==> config.mk <==
export PLATFORM = sky130hd
export DESIGN_NAME = bus_rr_scheduler
export DESIGN_NICKNAME = d
export VERILOG_FILES = /design/src/rtl/bus_rr_scheduler.sv
export SDC_FILE = /design/constraint.sdc
export NUM_CORES = 1
export LEC_CHECK = 0
export CAP_MARGIN = 10
export CORE_AREA = 8 8 186 188
export CTS_BUF_LIST = sky130_fd_sc_hd__clkbuf_4 sky130_fd_sc_hd__clkbuf_8 sky130_fd_sc_hd__clkbuf_16
export CTS_CLUSTER_DIAMETER = 150
export DETAILED_ROUTE_END_ITERATION = 8
export DIE_AREA = 0 0 194 196
export SETUP_SLACK_MARGIN = 0.02
export SYNTH_ARGS = -nofsm -noshare
export SYNTH_HDL_FRONTEND = slang
export SYNTH_SLANG_ARGS = --single-unit
==> constraint.sdc <==
create_clock -name clk -period 11.4 [get_ports clk]
set_clock_uncertainty 0.15 [all_clocks]
set_input_delay 1.71 -clock clk [delete_from_list [all_inputs] [get_ports clk]]
set_output_delay 1.71 -clock clk [all_outputs]
set_load 0.02 [all_outputs]
==> src/rtl/bus_rr_scheduler.sv <==
// Round-robin scheduler for the shared packet bus: grants one pending device at a time,
// pops its head packet and pushes it to the addressed device or broadcasts it.
module bus_rr_scheduler #(
    parameter int unsigned pckg_sz   = 24,
    parameter int unsigned drvrs     = 16,
    parameter logic [7:0]  broadcast = 8'hFF
) (
    input  logic                       clk,
    input  logic                       reset,
    input  logic [drvrs-1:0]           pndng,
    input  logic [drvrs*pckg_sz-1:0]   D_pop,
    output logic [drvrs-1:0]           pop,
    output logic [drvrs-1:0]           push,
    output logic [pckg_sz-1:0]         D_push,
    output logic [$clog2(drvrs)-1:0]   grant_id,
    output logic                       busy,
    output logic [15:0]                pkt_cnt,
    output logic [15:0]                drop_cnt
);

    localparam int unsigned GW = $clog2(drvrs);
    localparam int unsigned CW = 16;

    typedef enum logic [1:0] {
        IDLE  = 2'd0,
        GRANT = 2'd1,
        PUSH  = 2'd2
    } state_e;

    state_e              state_q, state_d;
    logic [drvrs-1:0]    pop_q, pop_d;
    logic [drvrs-1:0]    push_q, push_d;
    logic [pckg_sz-1:0]  d_push_q, d_push_d;
    logic [GW-1:0]       grant_id_q, grant_id_d;
    logic [GW-1:0]       last_grant_q, last_grant_d;
    logic                busy_q, busy_d;
    logic [CW-1:0]       pkt_cnt_q, pkt_cnt_d;
    logic [CW-1:0]       drop_cnt_q, drop_cnt_d;

    logic [pckg_sz-1:0]  head [drvrs];
    logic [pckg_sz-1:0]  pkt;
    logic [7:0]          dest;
    logic [GW-1:0]       sel;
    logic [GW-1:0]       cand;
    logic                found;

    // Per-device view of the flattened head-packet bus
    for (genvar i = 0; i < drvrs; i++) begin : g_head
        assign head[i] = D_pop[i*pckg_sz +: pckg_sz];
    end

    always_comb begin
        state_d      = state_q;
        pop_d        = pop_q;
        push_d       = push_q;
        d_push_d     = d_push_q;
        grant_id_d   = grant_id_q;
        last_grant_d = last_grant_q;
        busy_d       = busy_q;
        pkt_cnt_d    = pkt_cnt_q;
        drop_cnt_d   = drop_cnt_q;
        sel          = '0;
        cand         = '0;
        found        = 1'b0;
        pkt          = head[grant_id_q];
        dest         = pkt[pckg_sz-1 -: 8];

        // First pending device searching upward from the one after last_grant
        for (int unsigned k = 1; k <= drvrs; k++) begin
            cand = GW'((32'(last_grant_q) + k) % drvrs);
            if (!found && pndng[cand]) begin
                found = 1'b1;
                sel   = cand;
            end
        end

        unique case (state_q)
            IDLE: begin
                if (found) begin
                    grant_id_d = sel;
                    pop_d      = '0;
                    pop_d[sel] = 1'b1;
                    busy_d     = 1'b1;
                    state_d    = GRANT;
                end
            end
            GRANT: begin
                pop_d    = '0;
                d_push_d = pkt;
                push_d   = '0;
                if (32'(dest) < drvrs) begin
                    push_d[GW'(dest)] = 1'b1;
                end else if (dest == broadcast) begin
                    push_d             = '1;
                    push_d[grant_id_q] = 1'b0;
                end else begin
                    drop_cnt_d = drop_cnt_q + CW'(1);
                end
                state_d = PUSH;
            end
            PUSH: begin
                push_d       = '0;
                last_grant_d = grant_id_q;
                busy_d       = 1'b0;
                if (push_q != '0) begin
                    pkt_cnt_d = pkt_cnt_q + CW'(1);
                end
                state_d = IDLE;
            end
            default: begin
                state_d = IDLE;
            end
        endcase
    end

    // Reset parks last_grant on the top device so the first grant favours device 0
    always_ff @(posedge clk or negedge reset) begin
        if (!reset) begin
            state_q      <= IDLE;
            pop_q        <= '0;
            push_q       <= '0;
            d_push_q     <= '0;
            grant_id_q   <= GW'(drvrs - 1);
            last_grant_q <= GW'(drvrs - 1);
            busy_q       <= 1'b0;
            pkt_cnt_q    <= '0;
            drop_cnt_q   <= '0;
        end else begin
            state_q      <= state_d;
            pop_q        <= pop_d;
            push_q       <= push_d;
            d_push_q     <= d_push_d;
            grant_id_q   <= grant_id_d;
            last_grant_q <= last_grant_d;
            busy_q       <= busy_d;
            pkt_cnt_q    <= pkt_cnt_d;
            drop_cnt_q   <= drop_cnt_d;
        end
    end

    assign pop      = pop_q;
    assign push     = push_q;
    assign D_push   = d_push_q;
    assign grant_id = grant_id_q;
    assign busy     = busy_q;
    assign pkt_cnt  = pkt_cnt_q;
    assign drop_cnt = drop_cnt_q;

endmodule

==> impl_metrics.env, run 1 <==
export IMPL_cts_resized=0
export IMPL_maxCapViolCount=0
export IMPL_met1_length_um=17900
export IMPL_cp_end_kind="flop"
export IMPL_path_class="flop to flop"
export IMPL_cp_start_kind="flop"
export IMPL_grt_pass1_wl_um=67200
export IMPL_cts_max_level=3
export IMPL_clock_latency_ps=350
export IMPL_synth_seq_cells=99
export IMPL_gr_total_overflow=0
export IMPL_routed_via_density=5.62
export IMPL_worstPathRequired_ps=11520
export IMPL_drt_pass1_iterations=5
export IMPL_drt_iter0_drc=867
export IMPL_finalCriticalPeriod_ps=5940
export IMPL_path_max_fanout=32
export IMPL_yosys_top_cells_area="mux4_2 (35%), dfrtp_1 (24%), mux2_2 (5.3%)"
export IMPL_place_congestion=0.936
export IMPL_totalWireLength_um=45900
export IMPL_vias=9385
export IMPL_netlist_area_um2=9570
export IMPL_nNetsFinal=1666
export IMPL_grt_max_degree=76
export IMPL_cts_tree="yes"
export IMPL_fmax_mhz=168
export IMPL_synthTopCellsByCount="mux4_2 (150), dfrtp_1 (91), nand2_1 (67), mux2_2 (45), clkbuf_1 (32)"
export IMPL_synth_distinct_cells=70
export IMPL_core_region_area_um2=31900
export IMPL_syn_num_nets=1215
export IMPL_grt_pass1_vias=9582
export IMPL_fillers=2888
export IMPL_area_delta_synth_final_pct=58.0
export IMPL_num_io_pins=495
export IMPL_clockBufferDepth=2
export IMPL_relSlewSlack_pct=19.5
export IMPL_run_status="complete, no violations"
export IMPL_power_switching_share_pct=49.3
export IMPL_p_clk_share_pct=7.6
export IMPL_worstPathArrival_ps=6060
export IMPL_ctsHoldBuffers=0
export IMPL_stdcell_count=1670
export IMPL_synth_ff_type="dfrtp_1"
export IMPL_leakagePower_nw=5.52
export IMPL_synth_seq_area_share_pct=26.0
export IMPL_track_usage_pct=23.4
export IMPL_fp_row_count=66
export IMPL_cts_root_buffer="clkbuf_16"
export IMPL_wl_per_cell_um=27.5
export IMPL_ir_drop_uv=147
export IMPL_port_buffers=494
export IMPL_hold_path_depth=1
export IMPL_powerDensity_nw_per_um2=275
export IMPL_synthArstFlopShare_pct=100
export IMPL_period_share_pct=52.1
export IMPL_worst_pin_slew_ps=1170
export IMPL_rsz0062_at_grt="no"
export IMPL_synth_edff_count=0
export IMPL_setup_tns_final_ps=0
export IMPL_die_area_um2=38000
export IMPL_drc=0
export IMPL_die_w_um=194
export IMPL_hold_viol=0
export IMPL_p_comb_share_pct=76.5
export IMPL_dp_cells=1647
export IMPL_hpwlAfterDp_um=38500
export IMPL_ant_nets=0
export IMPL_synth_avg_cell_area_um2=12.0
export IMPL_reg2reg_depth=12
export IMPL_netlist_area_leader_share_pct=35.3
export IMPL_multi_input_area_um2=6690
export IMPL_yosys_warnings=0
export IMPL_p_switching_w=0.00205
export IMPL_final_max_slew_viol_count=0
export IMPL_synth_area_leader_cell="mux4_2"
export IMPL_dr_wl_met3_um=3410
export IMPL_internal_power_w=0.00210
export IMPL_clock_sinks=99
export IMPL_cts_setup_buffers=0
export IMPL_cts_buffers=9
export IMPL_syn_inst=799
export IMPL_top_layer_used="met5"
export IMPL_wl_met2_um=23800
export IMPL_die_y_um=196
export IMPL_antenna_found_initial=14
export IMPL_clkSlewWorstSetupHoldPaths_ps=80
export IMPL_setup_viol=0
export IMPL_regArea_um2=2490
export IMPL_yosysMostFrequentCell="mux4_2"
export IMPL_initial_core_util_pct=30.0
export IMPL_drive_gt1_share_pct=19.3
export IMPL_seqPwrFrac_pct=15.9
export IMPL_hold_path_class="flop to flop"
## area by class of cell
class / count / area share (%)
Antenna cell: 7 / 0.116
Clock buffer: 9 / 1.49
Clock inverter: 7 / 0.497
Inverter: 30 / 0.745
Multi-Input combinational cell: 609 / 44.2
Sequential cell: 99 / 16.5
Tap cell: 408 / 3.38
Timing Repair Buffer: 501 / 33.0
## placed cells by master, fill, tap and decap left out, types with 11 or more instances in the layout
cell type,count
a21oi_1,18
a22oi_1,16
and3_1,14
clkdlybuf4s50_1,493
dfrtp_1,91
ha_1,13
inv_1,28
mux2_2,45
mux2i_1,24
mux4_2,150
nand2_1,67
nand3_1,23
nor2_1,29
nor3_1,11
o21ai_0,14
o22ai_1,17
o31ai_1,19
xnor2_1,24
xor2_1,15
## metal layers
metal  track usage (%)  up-vias
li1                  -     4142
met1              28.9     4731
met2              40.3      460
met3              6.07       48
met4              6.20        4
met5                 0        -
## per-stage QoR
step	hold slack [ps]	cell area (um2)	utilization, %	power (W)	setup WS, ps
after floorplan	416	9570	-	0.00283	6430
after global placement	313	14800	46.4	0.00385	5420
after detailed placement	313	14800	46.4	0.00382	5330
after CTS	335	15100	47.4	0.00416	5470
after global routing	357	15100	47.4	0.00443	4980
final	327	15100	47.4	0.00415	5460
## power by group through the flow
stage / Combinational, W / Sequential [W] / Clock, W
detailed placement: 0.00315 / 0.000672 / 0
global route: 0.00340 / 0.000693 / 0.000340
CTS: 0.00317 / 0.000668 / 0.000323
global placement: 0.00318 / 0.000668 / 0
finish: 0.00318 / 0.000661 / 0.000314
floorplan: 0.00218 / 0.000656 / 0
## cells by family (layout without fill, tap and decap cells)
group	after synthesis	in the layout	synth area share (%)
compound gates	137	137	10.0
xor+xnor	40	40	3.74
fa+ha+maj	14	14	1.83
buf+inv	91	547	4.13
flops	99	99	26.0
mux	223	223	44.0
other cells	0	7	0
simple gates	195	195	10.3
## path summary, 6_finish.rpt
check                                                  from                        to  slack, ps
min in group asynchronous                             reset  drop_cnt[12]$_DFFE_PN0P_       1100
worst max register to register  last_grant_q[1]$_DFFE_PN1P_        pop[8]$_DFFE_PN0P_       5460
worst min-delay path               drop_cnt[15]$_DFFE_PN0P_  drop_cnt[15]$_DFFE_PN0P_        330
worst max-delay path            last_grant_q[1]$_DFFE_PN1P_        pop[8]$_DFFE_PN0P_       5460
max in group asynchronous                             reset     D_push[2]$_DFFE_PN0P_       8710
worst min register to register     drop_cnt[15]$_DFFE_PN0P_  drop_cnt[15]$_DFFE_PN0P_        330
## sequential cells by signal (all words and copies together) (netlist names)
name and flops:
D_push 24, drop_cnt 16, pkt_cnt 16, pop 16, push 16, grant_id 4
last_grant_q 4, state_q 2, busy 1
## critical path: stages, from the launching register on
cell	delay, ps
dfstp_2	1090
inv_1	400
ha_1	850
mux4_2	460
mux2i_1	370
mux2i_1	130
buf_4	200
nor3_1	340
and4_1	400
nand4_1	210
mux2i_1	980
nand2_1	150
o31ai_1	100
Power figures use the tool's default switching activity.
==> run 2: changes to the inputs <==
--- a/config.mk
+++ b/config.mk
@@ -6,11 +6,11 @@
 export NUM_CORES = 1
 export LEC_CHECK = 0
 export CAP_MARGIN = 10
-export CORE_AREA = 8 8 186 188
+export CORE_AREA = 8 8 187 189
 export CTS_BUF_LIST = sky130_fd_sc_hd__clkbuf_4 sky130_fd_sc_hd__clkbuf_8 sky130_fd_sc_hd__clkbuf_16
 export CTS_CLUSTER_DIAMETER = 150
 export DETAILED_ROUTE_END_ITERATION = 8
-export DIE_AREA = 0 0 194 196
+export DIE_AREA = 0 0 195 197
 export SETUP_SLACK_MARGIN = 0.02
 export SYNTH_ARGS = -nofsm -noshare
 export SYNTH_HDL_FRONTEND = slang
==> constraint.sdc (replaced) <==
create_clock -name clk -period 5.8 [get_ports clk]
set_clock_uncertainty 0.15 [all_clocks]
set_input_delay 0.87 -clock clk [delete_from_list [all_inputs] [get_ports clk]]
set_output_delay 0.87 -clock clk [all_outputs]
set_load 0.02 [all_outputs]
==> run 2 against run 1 <==
Clock power up 100%. Critical path depth down 1. Via count decreased by 1.2%. Fmax up 21%.
==> impl_metrics.env, run 2 (synthesis gave the netlist of run 1 again) <==
export IMPL_run_status="complete, no violations"
export IMPL_nNetsFinal=1674
export IMPL_gr_total_overflow=0
export IMPL_mostFrequentLayoutCells="clkdlybuf4s50_1 (493), mux4_2 (150), dfrtp_1 (91)"
export IMPL_cpMaxStageDelayCell="dfstp_2"
export IMPL_clock_latency_ps=360
export IMPL_crit_buf_inv=1
export IMPL_clkSlewWorstSetupHoldPaths_ps=80
export IMPL_setup_viol=0
export IMPL_final_max_slew_viol_count=0
export IMPL_vias=9275
export IMPL_die_w_um=195
export IMPL_ctsHoldBuffers=0
export IMPL_rsz0062_at_grt="no"
export IMPL_clockBufferDepth=2
export IMPL_final_util_pct=47.4
export IMPL_antenna_found_initial=11
export IMPL_leakagePower_nw=5.56
export IMPL_clock_sinks=99
export IMPL_final_common_cell="clkdlybuf4s50_1"
export IMPL_routed_via_density=5.54
export IMPL_die_y_um=197
export IMPL_cts_max_level=3
export IMPL_maxCapViolCount=0
export IMPL_largest_reg_flops=24
export IMPL_drc=0
export IMPL_grt_pass1_wl_um=67000
export IMPL_worstPathArrival_ps=5000
export IMPL_port_buffers=494
export IMPL_track_usage_pct=23.2
export IMPL_grt_max_degree=67
export IMPL_timing_hold_ws_ps=333
export IMPL_drive_gt1_share_pct=19.8
export IMPL_r2r_end="pop[3]$_DFFE_PN0P_"
export IMPL_finalCriticalPeriod_ps=4900
export IMPL_cts_setup_buffers=0
export IMPL_cp_end_kind="flop"
export IMPL_area_delta_synth_final_pct=58.7
export IMPL_die_area_um2=38400
export IMPL_period_share_pct=84.4
export IMPL_path_max_fanout=10
export IMPL_drt_iter0_drc=723
export IMPL_cts_root_buffer="clkbuf_16"
export IMPL_path_class="flop to flop"
export IMPL_fillers=2895
export IMPL_fp_row_count=66
export IMPL_wl_per_cell_um=27.3
export IMPL_hpwlAfterDp_um=38700
export IMPL_hold_path_class="flop to flop"
export IMPL_cp_start_kind="flop"
export IMPL_fmax_mhz=204
export IMPL_relSlewSlack_pct=37.2
export IMPL_powerDensity_nw_per_um2=542
export IMPL_cts_tree="yes"
export IMPL_cp_depth=11
export IMPL_grt_pass1_vias=9788
export IMPL_r2r_setup_slack_ps=900
export IMPL_ant_nets=0
export IMPL_num_io_pins=495
export IMPL_initial_core_util_pct=29.9
export IMPL_totalWireLength_um=45800
export IMPL_worst_pin_slew_ps=942
export IMPL_drt_pass1_iterations=5
export IMPL_cts_resized=0
export IMPL_hold_viol=0
export IMPL_path_cells="inv_1, ha_1, mux4_2, mux2i_1, mux2i_2, nor3_4, and4_1, o21ai_0, a32oi_1, or3b_1, o31ai_1"
export IMPL_ir_drop_uv=280
export IMPL_startpoint="last_grant_q[1]$_DFFE_PN1P_"
export IMPL_reg2reg_depth=11
export IMPL_worstPathRequired_ps=5900
export IMPL_core_region_area_um2=32000
export IMPL_cp_endpoint="pop[3]$_DFFE_PN0P_"
export IMPL_crit_family="simple AND/OR/NAND/NOR gates"
export IMPL_cts_buffers=9
export IMPL_r2r_start="last_grant_q[1]$_DFFE_PN1P_"
export IMPL_setup_tns_final_ps=0
export IMPL_place_congestion=0.896
export IMPL_max_stage_delay_ps=670
==> run 2: per-layer routing <==
metal / vias to the layer above / routed length, um / track usage, %
met5: - / 27 / 0
met4: 4 / 1050 / 7.22
met3: 60 / 2980 / 5.58
met2: 404 / 24000 / 40.7
met1: 4659 / 17700 / 27.8
li1: 4148 / - / -
==> run 2: area by class of cell <==
cell class | count | area (um2) | share of cell area, %
Antenna cell | 4 | 10.0 | 0.0659
Tap cell | 408 | 510 | 3.36
Clock inverter | 7 | 91.3 | 0.601
Timing Repair Buffer | 509 | 5050 | 33.3
Clock buffer | 9 | 225 | 1.48
Multi-Input combinational cell | 609 | 6690 | 44.0
Inverter | 30 | 113 | 0.742
Sequential cell | 99 | 2490 | 16.4
==> run 2: worst register-to-register path: cells and delay by family, from the launching register on <==
family,cells,cell delay [ps]
buf+inv,1,240
fa+ha+maj,1,610
compound gates,3,840
simple gates,3,1240
flops,1,670
mux,3,1060
==> run 2: where the power goes <==
group	total (W)	switching (W)	leakage, nW	internal, W
Combinational	0.00623	0.00329	4.13	0.00294
Clock	0.000627	0.000314	0.152	0.000313
Sequential	0.00137	0.000428	1.28	0.000938
==> run 2: metrics by stage <==
step	total power, W	worst slack [ps]	instance area, um2	instances
detailed placement	0.00759	847	14900	1655
finish	0.00822	903	15200	1675
CTS	0.00826	929	15200	1671
floorplan	0.00557	831	9570	799
global route	0.00879	570	15200	1675
global placement	0.00764	970	14900	1655
==> run 2: worst min path at each step <==
stage	startpoint	endpoint	slack, ps	cells past startpoint
2_1_floorplan	reset	D_push[0]$_DFFE_PN0P_	420	0
3_3_place_gp	pkt_cnt[15]$_DFFE_PN0P_	pkt_cnt[15]$_DFFE_PN0P_	320	1
3_5_place_dp	pkt_cnt[15]$_DFFE_PN0P_	pkt_cnt[15]$_DFFE_PN0P_	320	1
4_1_cts	pkt_cnt[15]$_DFFE_PN0P_	pkt_cnt[15]$_DFFE_PN0P_	340	1
5_1_grt	pop[5]$_DFFE_PN0P_	pop[5]$_DFFE_PN0P_	340	2
6_report	pop[6]$_DFFE_PN0P_	pop[6]$_DFFE_PN0P_	330	2
